$ cat src/rtl/mips_multicycle_control_if.sv
// Control bundle between the multicycle MIPS main controller and its datapath.
//   Inputs to the controller : opcode[5:0], zero, mem_ready
//   Outputs of the controller: memory strobes (mem_read, mem_write, iord),
//     register enables (ir_write, pc_en, reg_write), mux selects
//     (pc_source, alu_src_a, alu_src_b, reg_dst, mem_to_reg), alu_op,
//     status (illegal_op, instr_done) and the debug state[3:0].
// master = controller side, slave = datapath side.
interface mips_multicycle_control_if;
  logic [5:0] opcode;
  logic       zero;
  logic       mem_ready;
  logic       mem_read;
  logic       mem_write;
  logic       iord;
  logic       ir_write;
  logic       pc_en;
  logic [1:0] pc_source;
  logic       alu_src_a;
  logic [1:0] alu_src_b;
  logic [1:0] alu_op;
  logic       reg_write;
  logic       reg_dst;
  logic       mem_to_reg;
  logic       illegal_op;
  logic       instr_done;
  logic [3:0] state;

  modport master (
    input  opcode, zero, mem_ready,
    output mem_read, mem_write, iord, ir_write, pc_en, pc_source,
           alu_src_a, alu_src_b, alu_op, reg_write, reg_dst, mem_to_reg,
           illegal_op, instr_done, state
  );

  modport slave (
    output opcode, zero, mem_ready,
    input  mem_read, mem_write, iord, ir_write, pc_en, pc_source,
           alu_src_a, alu_src_b, alu_op, reg_write, reg_dst, mem_to_reg,
           illegal_op, instr_done, state
  );
endinterface

$ cat src/rtl/mips_multicycle_control.sv
// Main control FSM for the multicycle MIPS datapath.
// Sequences fetch / decode / execute / memory / write-back and drives all
// datapath selects, enables and memory strobes. Memory steps wait on
// mem_ready, so variable-latency memory is tolerated.
// Ports:
//   clk    - rising-edge clock
//   rst_n  - asynchronous active-low reset; all outputs read 0 while low
//   bus    - controller side of mips_multicycle_control_if (see that file)
module mips_multicycle_control (
  input  logic                             clk,
  input  logic                             rst_n,
  mips_multicycle_control_if.master        bus
);

  localparam logic [3:0] FETCH  = 4'd0;
  localparam logic [3:0] DECODE = 4'd1;
  localparam logic [3:0] MEMADR = 4'd2;
  localparam logic [3:0] MEMRD  = 4'd3;
  localparam logic [3:0] MEMWB  = 4'd4;
  localparam logic [3:0] MEMWR  = 4'd5;
  localparam logic [3:0] EXEC   = 4'd6;
  localparam logic [3:0] ALUWB  = 4'd7;
  localparam logic [3:0] BRANCH = 4'd8;
  localparam logic [3:0] JUMP   = 4'd9;
  localparam logic [3:0] ADDIEX = 4'd10;
  localparam logic [3:0] ADDIWB = 4'd11;

  localparam logic [5:0] OP_RTYPE = 6'b000000;
  localparam logic [5:0] OP_LW    = 6'b100011;
  localparam logic [5:0] OP_SW    = 6'b101011;
  localparam logic [5:0] OP_BEQ   = 6'b000100;
  localparam logic [5:0] OP_J     = 6'b000010;
  localparam logic [5:0] OP_ADDI  = 6'b001000;

  logic [3:0] state_q;
  logic [3:0] state_d;
  logic [5:0] op_q;
  logic       op_legal;

  always_comb begin
    op_legal = 1'b0;
    case (bus.opcode)
      OP_RTYPE, OP_LW, OP_SW, OP_BEQ, OP_J, OP_ADDI: op_legal = 1'b1;
      default:                                       op_legal = 1'b0;
    endcase
  end

  always_comb begin
    state_d = state_q;
    case (state_q)
      FETCH:  if (bus.mem_ready) state_d = DECODE;
      DECODE: begin
        case (bus.opcode)
          OP_LW, OP_SW: state_d = MEMADR;
          OP_RTYPE:     state_d = EXEC;
          OP_BEQ:       state_d = BRANCH;
          OP_J:         state_d = JUMP;
          OP_ADDI:      state_d = ADDIEX;
          default:      state_d = FETCH;
        endcase
      end
      MEMADR: state_d = (op_q == OP_SW) ? MEMWR : MEMRD;
      MEMRD:  if (bus.mem_ready) state_d = MEMWB;
      MEMWR:  if (bus.mem_ready) state_d = FETCH;
      EXEC:   state_d = ALUWB;
      ADDIEX: state_d = ADDIWB;
      MEMWB, ALUWB, ADDIWB, BRANCH, JUMP: state_d = FETCH;
      default: state_d = FETCH;
    endcase
  end

  always_ff @(posedge clk or negedge rst_n) begin
    if (!rst_n) begin
      state_q <= FETCH;
      op_q    <= '0;
    end else begin
      state_q <= state_d;
      if (state_q == DECODE) op_q <= bus.opcode;
    end
  end

  // Outputs are gated by rst_n so a reset mid-instruction kills every
  // strobe immediately, not just at the next edge.
  always_comb begin
    bus.mem_read   = 1'b0;
    bus.mem_write  = 1'b0;
    bus.iord       = 1'b0;
    bus.ir_write   = 1'b0;
    bus.pc_en      = 1'b0;
    bus.pc_source  = 2'b00;
    bus.alu_src_a  = 1'b0;
    bus.alu_src_b  = 2'b00;
    bus.alu_op     = 2'b00;
    bus.reg_write  = 1'b0;
    bus.reg_dst    = 1'b0;
    bus.mem_to_reg = 1'b0;
    bus.illegal_op = 1'b0;
    bus.instr_done = 1'b0;
    bus.state      = state_q;
    if (rst_n) begin
      case (state_q)
        FETCH: begin
          bus.mem_read  = 1'b1;
          bus.alu_src_b = 2'b01;
          bus.ir_write  = bus.mem_ready;
          bus.pc_en     = bus.mem_ready;
        end
        DECODE: begin
          bus.alu_src_b  = 2'b11;
          bus.illegal_op = ~op_legal;
          bus.instr_done = ~op_legal;
        end
        MEMADR, ADDIEX: begin
          bus.alu_src_a = 1'b1;
          bus.alu_src_b = 2'b10;
        end
        MEMRD: begin
          bus.mem_read = 1'b1;
          bus.iord     = 1'b1;
        end
        MEMWR: begin
          bus.mem_write  = 1'b1;
          bus.iord       = 1'b1;
          bus.instr_done = bus.mem_ready;
        end
        MEMWB: begin
          bus.reg_write  = 1'b1;
          bus.mem_to_reg = 1'b1;
          bus.instr_done = 1'b1;
        end
        EXEC: begin
          bus.alu_src_a = 1'b1;
          bus.alu_op    = 2'b10;
        end
        ALUWB: begin
          bus.reg_write  = 1'b1;
          bus.reg_dst    = 1'b1;
          bus.instr_done = 1'b1;
        end
        ADDIWB: begin
          bus.reg_write  = 1'b1;
          bus.instr_done = 1'b1;
        end
        BRANCH: begin
          bus.alu_src_a  = 1'b1;
          bus.alu_op     = 2'b01;
          bus.pc_source  = 2'b01;
          bus.pc_en      = bus.zero;
          bus.instr_done = 1'b1;
        end
        JUMP: begin
          bus.pc_source  = 2'b10;
          bus.pc_en      = 1'b1;
          bus.instr_done = 1'b1;
        end
        default: ;
      endcase
    end
  end

endmodule

$ cat src/flat_wrapper.sv
// flat-port wrapper written by rule: the top's interface ports become plain ports
module mips_multicycle_control_flat 
  (clk, rst_n, bus_opcode, bus_zero, bus_mem_ready, bus_mem_read, bus_mem_write, bus_iord, bus_ir_write, bus_pc_en, bus_pc_source, bus_alu_src_a, bus_alu_src_b, bus_alu_op, bus_reg_write, bus_reg_dst, bus_mem_to_reg, bus_illegal_op, bus_instr_done, bus_state);
  mips_multicycle_control_if bus_i ();
  input  logic clk;
  input  logic rst_n;
  input wire logic [$bits(bus_i.opcode)-1:0] bus_opcode;
  input wire logic [$bits(bus_i.zero)-1:0] bus_zero;
  input wire logic [$bits(bus_i.mem_ready)-1:0] bus_mem_ready;
  output wire logic [$bits(bus_i.mem_read)-1:0] bus_mem_read;
  output wire logic [$bits(bus_i.mem_write)-1:0] bus_mem_write;
  output wire logic [$bits(bus_i.iord)-1:0] bus_iord;
  output wire logic [$bits(bus_i.ir_write)-1:0] bus_ir_write;
  output wire logic [$bits(bus_i.pc_en)-1:0] bus_pc_en;
  output wire logic [$bits(bus_i.pc_source)-1:0] bus_pc_source;
  output wire logic [$bits(bus_i.alu_src_a)-1:0] bus_alu_src_a;
  output wire logic [$bits(bus_i.alu_src_b)-1:0] bus_alu_src_b;
  output wire logic [$bits(bus_i.alu_op)-1:0] bus_alu_op;
  output wire logic [$bits(bus_i.reg_write)-1:0] bus_reg_write;
  output wire logic [$bits(bus_i.reg_dst)-1:0] bus_reg_dst;
  output wire logic [$bits(bus_i.mem_to_reg)-1:0] bus_mem_to_reg;
  output wire logic [$bits(bus_i.illegal_op)-1:0] bus_illegal_op;
  output wire logic [$bits(bus_i.instr_done)-1:0] bus_instr_done;
  output wire logic [$bits(bus_i.state)-1:0] bus_state;
  assign bus_i.opcode = bus_opcode;
  assign bus_i.zero = bus_zero;
  assign bus_i.mem_ready = bus_mem_ready;
  assign bus_mem_read = bus_i.mem_read;
  assign bus_mem_write = bus_i.mem_write;
  assign bus_iord = bus_i.iord;
  assign bus_ir_write = bus_i.ir_write;
  assign bus_pc_en = bus_i.pc_en;
  assign bus_pc_source = bus_i.pc_source;
  assign bus_alu_src_a = bus_i.alu_src_a;
  assign bus_alu_src_b = bus_i.alu_src_b;
  assign bus_alu_op = bus_i.alu_op;
  assign bus_reg_write = bus_i.reg_write;
  assign bus_reg_dst = bus_i.reg_dst;
  assign bus_mem_to_reg = bus_i.mem_to_reg;
  assign bus_illegal_op = bus_i.illegal_op;
  assign bus_instr_done = bus_i.instr_done;
  assign bus_state = bus_i.state;
  mips_multicycle_control u_core (.clk(clk), .rst_n(rst_n), .bus(bus_i));
endmodule
$ cat config.mk
export PLATFORM = sky130hd
export DESIGN_NAME = mips_multicycle_control_flat
export DESIGN_NICKNAME = d
export VERILOG_FILES = /design/src/rtl/mips_multicycle_control_if.sv /design/src/rtl/mips_multicycle_control.sv /design/src/flat_wrapper.sv
export SDC_FILE = /design/constraint.sdc
export NUM_CORES = 1
export LEC_CHECK = 0
export BUFFER_PORTS_ARGS = -buffer_cell sky130_fd_sc_hd__buf_2
export CAP_MARGIN = 20
export CORE_MARGIN = 5
export CORE_UTILIZATION = 40
export CTS_CLUSTER_DIAMETER = 100
export DETAILED_ROUTE_END_ITERATION = 7
export GPL_TIMING_DRIVEN = 1
export PLACE_DENSITY = 0.7
export SYNTH_ARGS = -nofsm -noshare
export SYNTH_HDL_FRONTEND = slang
export SYNTH_SLANG_ARGS = --single-unit
export TNS_END_PERCENT = 5
$ cat constraint.sdc
create_clock -name clk -period 1.9 [get_ports clk]
set_clock_uncertainty 0.15 [all_clocks]
set_input_delay 0.57 -clock clk [delete_from_list [all_inputs] [get_ports clk]]
set_output_delay 0.57 -clock clk [all_outputs]
set_load 0.1 [all_outputs]
==> impl_results.md <==
- Power, Total: 3.11 mW
- Synth area leaders: dfrtp_1, mux2_2, nand2b_1, nor3_1, nor4b_4
- Clock-pin slew on the worst setup and hold paths: 0.07 ns
- Synth Cell Area: 840 sq um
- Pin count of the biggest net entering global routing: 17
- Reg2reg end: u_core.bus.state[3]
- Syn Nets: 107
- Gr usage total: 0.282
- Arrival @ worst endpoint: 1.86 ns
- Worst setup path class: reg -> out
- Root Driver: clkbuf_4
- Initial Util: 0.424
- Vias in the first global route: 1220
- Status: finished, violations left
- Worst vdd ir: 1.40 mV
- Max Slew Vio Count: 0
- DRC violations left: 0
- Cell count after synthesis: 97
- H-tree depth: 1
- Width of the die: 55.8 um
- Setup crit start kind: register
- Vias post-DR: 1199
- EDFF count, synth: 0
- CTS sink count: 10
- Fmax: 387 MHz
- Synth Warn #: 0
- Global-route wire length before repair: 6.79 mm
- P_leak: 0.734 nW
- Ys flop type: dfrtp_1
- Total routed wirelength: 4.82 mm
- Layout cell share with drive strength beyond 1: 0.701
- # diodes: 0
- Average size of a mapped cell: 8.66 sq um
- Clock latency on the worst-skew pair: 0.27 ns
- CTS Buf Count: 3
- Layout net count: 168
- Routed WL per cell: 26.2 um
- Hold Crit Class: in -> async
- Core area: 1980 sq um
- Power Density: 1670 nW/um^2
- Die area: 3120 sq um
- Period Utilization, post-route: 1.36
- RSZ-0062 raised after global routing: yes
- Crit path capture: bus_instr_done
- Library cells used by synthesis: 38
- Synth Area in Compound Gates: 0.165
- R2r worst-path depth: 5
- Die Y: 55.8 um
- Initial antenna violation count: 0
- Setup violators final: 18
- Post-synthesis xor/xnor area fraction: 0.0313
- Synthesis-to-layout area growth: 122%
- Fraction of registers with async set/reset: 1.00
- Fin. Hold Viols: 0
- Routed vias/inst: 6.52
- #FFs+latches synth: 10
- Mux share of post-synthesis cell area: 0.0805
- DRT iter0 DRCs: 70
- Sequential area share after synthesis: 0.298
- # port buffers: 30
- R2R Setup Slk: -0.36 ns
- Worst setup path startpoint: u_core.bus.state[1]
- CP Capture Type: output port
- Total congestion overflow: 0
- TritonCTS clock tree: done
- Synth top area share: 0.298
- Post-Synth Adder-Cell Area: 0.0119
- Largest family of logic cells by synthesized area: simple AND/OR/NAND/NOR gates
- Failing checks: setup timing
- Reg-to-Reg Start: u_core.bus.state[1]
- Setup TNS: -8.72 ns
- CP max FO: 3
- RD Place Congestion: 0.873
- ANT nets after route: 0
- Dpl hpwl: 2.34 mm
- Pre-antenna DRT Iters: 5
- Tightest hold margin: 0.0969 ns
- Synth Area in Simple Gates: 0.365
- Tmin final: 2.58 ns
- CP Data Required Time: 1.18 ns
- Tightest Pin Transition: 0.371 ns
- Relative slew margins: 0.750
- Worst setup margin: -0.683 ns
- Rows: 16
- Ports: 31
- Clock buffer depth: 2
- Max Cap Viol: 0
- Synth area leader: dfrtp_1
## power by group
group          switching, mW  internal (mW)  total [mW]
Clock                 0.0821          0.116       0.199
Combinational           1.48           1.02        2.50
Sequential            0.0978          0.321       0.419
## synthesized netlist by cell type (3+ instances only)
cell type / instances
nand2_1: 6
dfrtp_1: 10
mux2_2: 6
nor2b_1: 3
and3_1: 3
nor3_1: 10
nor2_1: 6
o21ai_0: 4
clkbuf_1: 3
o211ai_1: 3
nand2b_1: 9
## routing by layer
metal | wire length (um) | track usage | part of all wire | vias to the layer above
li1 | - | - | - | 489
met1 | 1620 | 0.331 | 0.34 | 549
met2 | 2260 | 0.490 | 0.47 | 114
met3 | 444 | 0.0441 | 0.092 | 47
met4 | 485 | 0.153 | 0.10 | 0
met5 | 0 | 0 | 0 | -
## layout by cell type, fill, tap and decap left out, types with 2 or more instances in the layout
master / synthesis / layout
nor3_4: 0 / 7
and3_4: 0 / 2
dfrtp_1: 10 / 6
clkbuf_4: 0 / 3
mux2_2: 6 / 6
nand3_2: 0 / 2
buf_4: 2 / 27
o21ai_0: 4 / 4
or3b_4: 0 / 2
nand4_1: 2 / 2
o32ai_4: 0 / 2
buf_12: 0 / 23
nand2b_1: 9 / 7
buf_2: 2 / 9
buf_6: 0 / 4
dfrtp_4: 0 / 3
nor2_2: 0 / 2
nor2_1: 6 / 3
nor2b_2: 0 / 3
nand2_1: 6 / 4
o211ai_1: 3 / 3
nand2b_4: 0 / 2
nor3_1: 10 / 3
## stage by stage
step | cell area (sq um) | setup slack, ns | std cells | utilization
floorplan | 1010 | -1.11 | 97 | -
global placement | 1680 | -0.521 | 177 | 0.845
detailed placement | 1680 | -0.534 | 177 | 0.845
CTS | 1800 | -0.676 | 182 | 0.908
global route | 1860 | -0.725 | 184 | 0.939
finish | 1860 | -0.683 | 184 | 0.939
## what timing repair did
action	CTS	global route
endpoints found under the setup margin	18	19
gates resized for setup	21	10
gates cloned	0	0
hold buffers	0	0
pin swaps	8	3
setup buffers	1	2
## registers in the layout, summed over array words and instances, names as in the netlist
register          flops
u_core.op_q           6
u_core.bus.state      4
## critical path, stage by stage (launching register included)
cell and delay (ns):
dfrtp_4 0.51, nor4b_4 0.29, nand3_2 0.15, buf_6 0.15, o32ai_4 0.27, buf_12 0.22
## worst min path at each step
stage	to	slack, ns	cells after the start
after floorplan	u_core.bus.state[2]	0.12	0
after global placement	u_core.op_q[4]	0.33	1
after detailed placement	u_core.op_q[2]	0.34	1
after CTS	u_core.bus.state[1]	0.08	2
after global routing	u_core.bus.state[2]	0.06	2
final	u_core.bus.state[1]	0.1	2
## cell type report
| type | instances | area [sq um] |
|---|---|---|
| fillers | 53 | 121 |
| clock buffers | 4 | 36.3 |
| flip-flops and latches | 10 | 263 |
| well taps | 27 | 33.8 |
| multi-input cells | 79 | 768 |
| inverters | 1 | 6.26 |
| repair buffers | 63 | 753 |
## kinds of logic (layout without fill, tap and decap cells)
family	after synthesis	in the layout
buffers and inverters	8	68
muxes	6	6
adders and majority gates	1	1
and+or+nand+nor	51	51
xor gates and xnor gates	3	3
DFF	10	10
AOI/OAI and AO/OA	18	18
No activity file was read; power rests on OpenSTA's default activity.
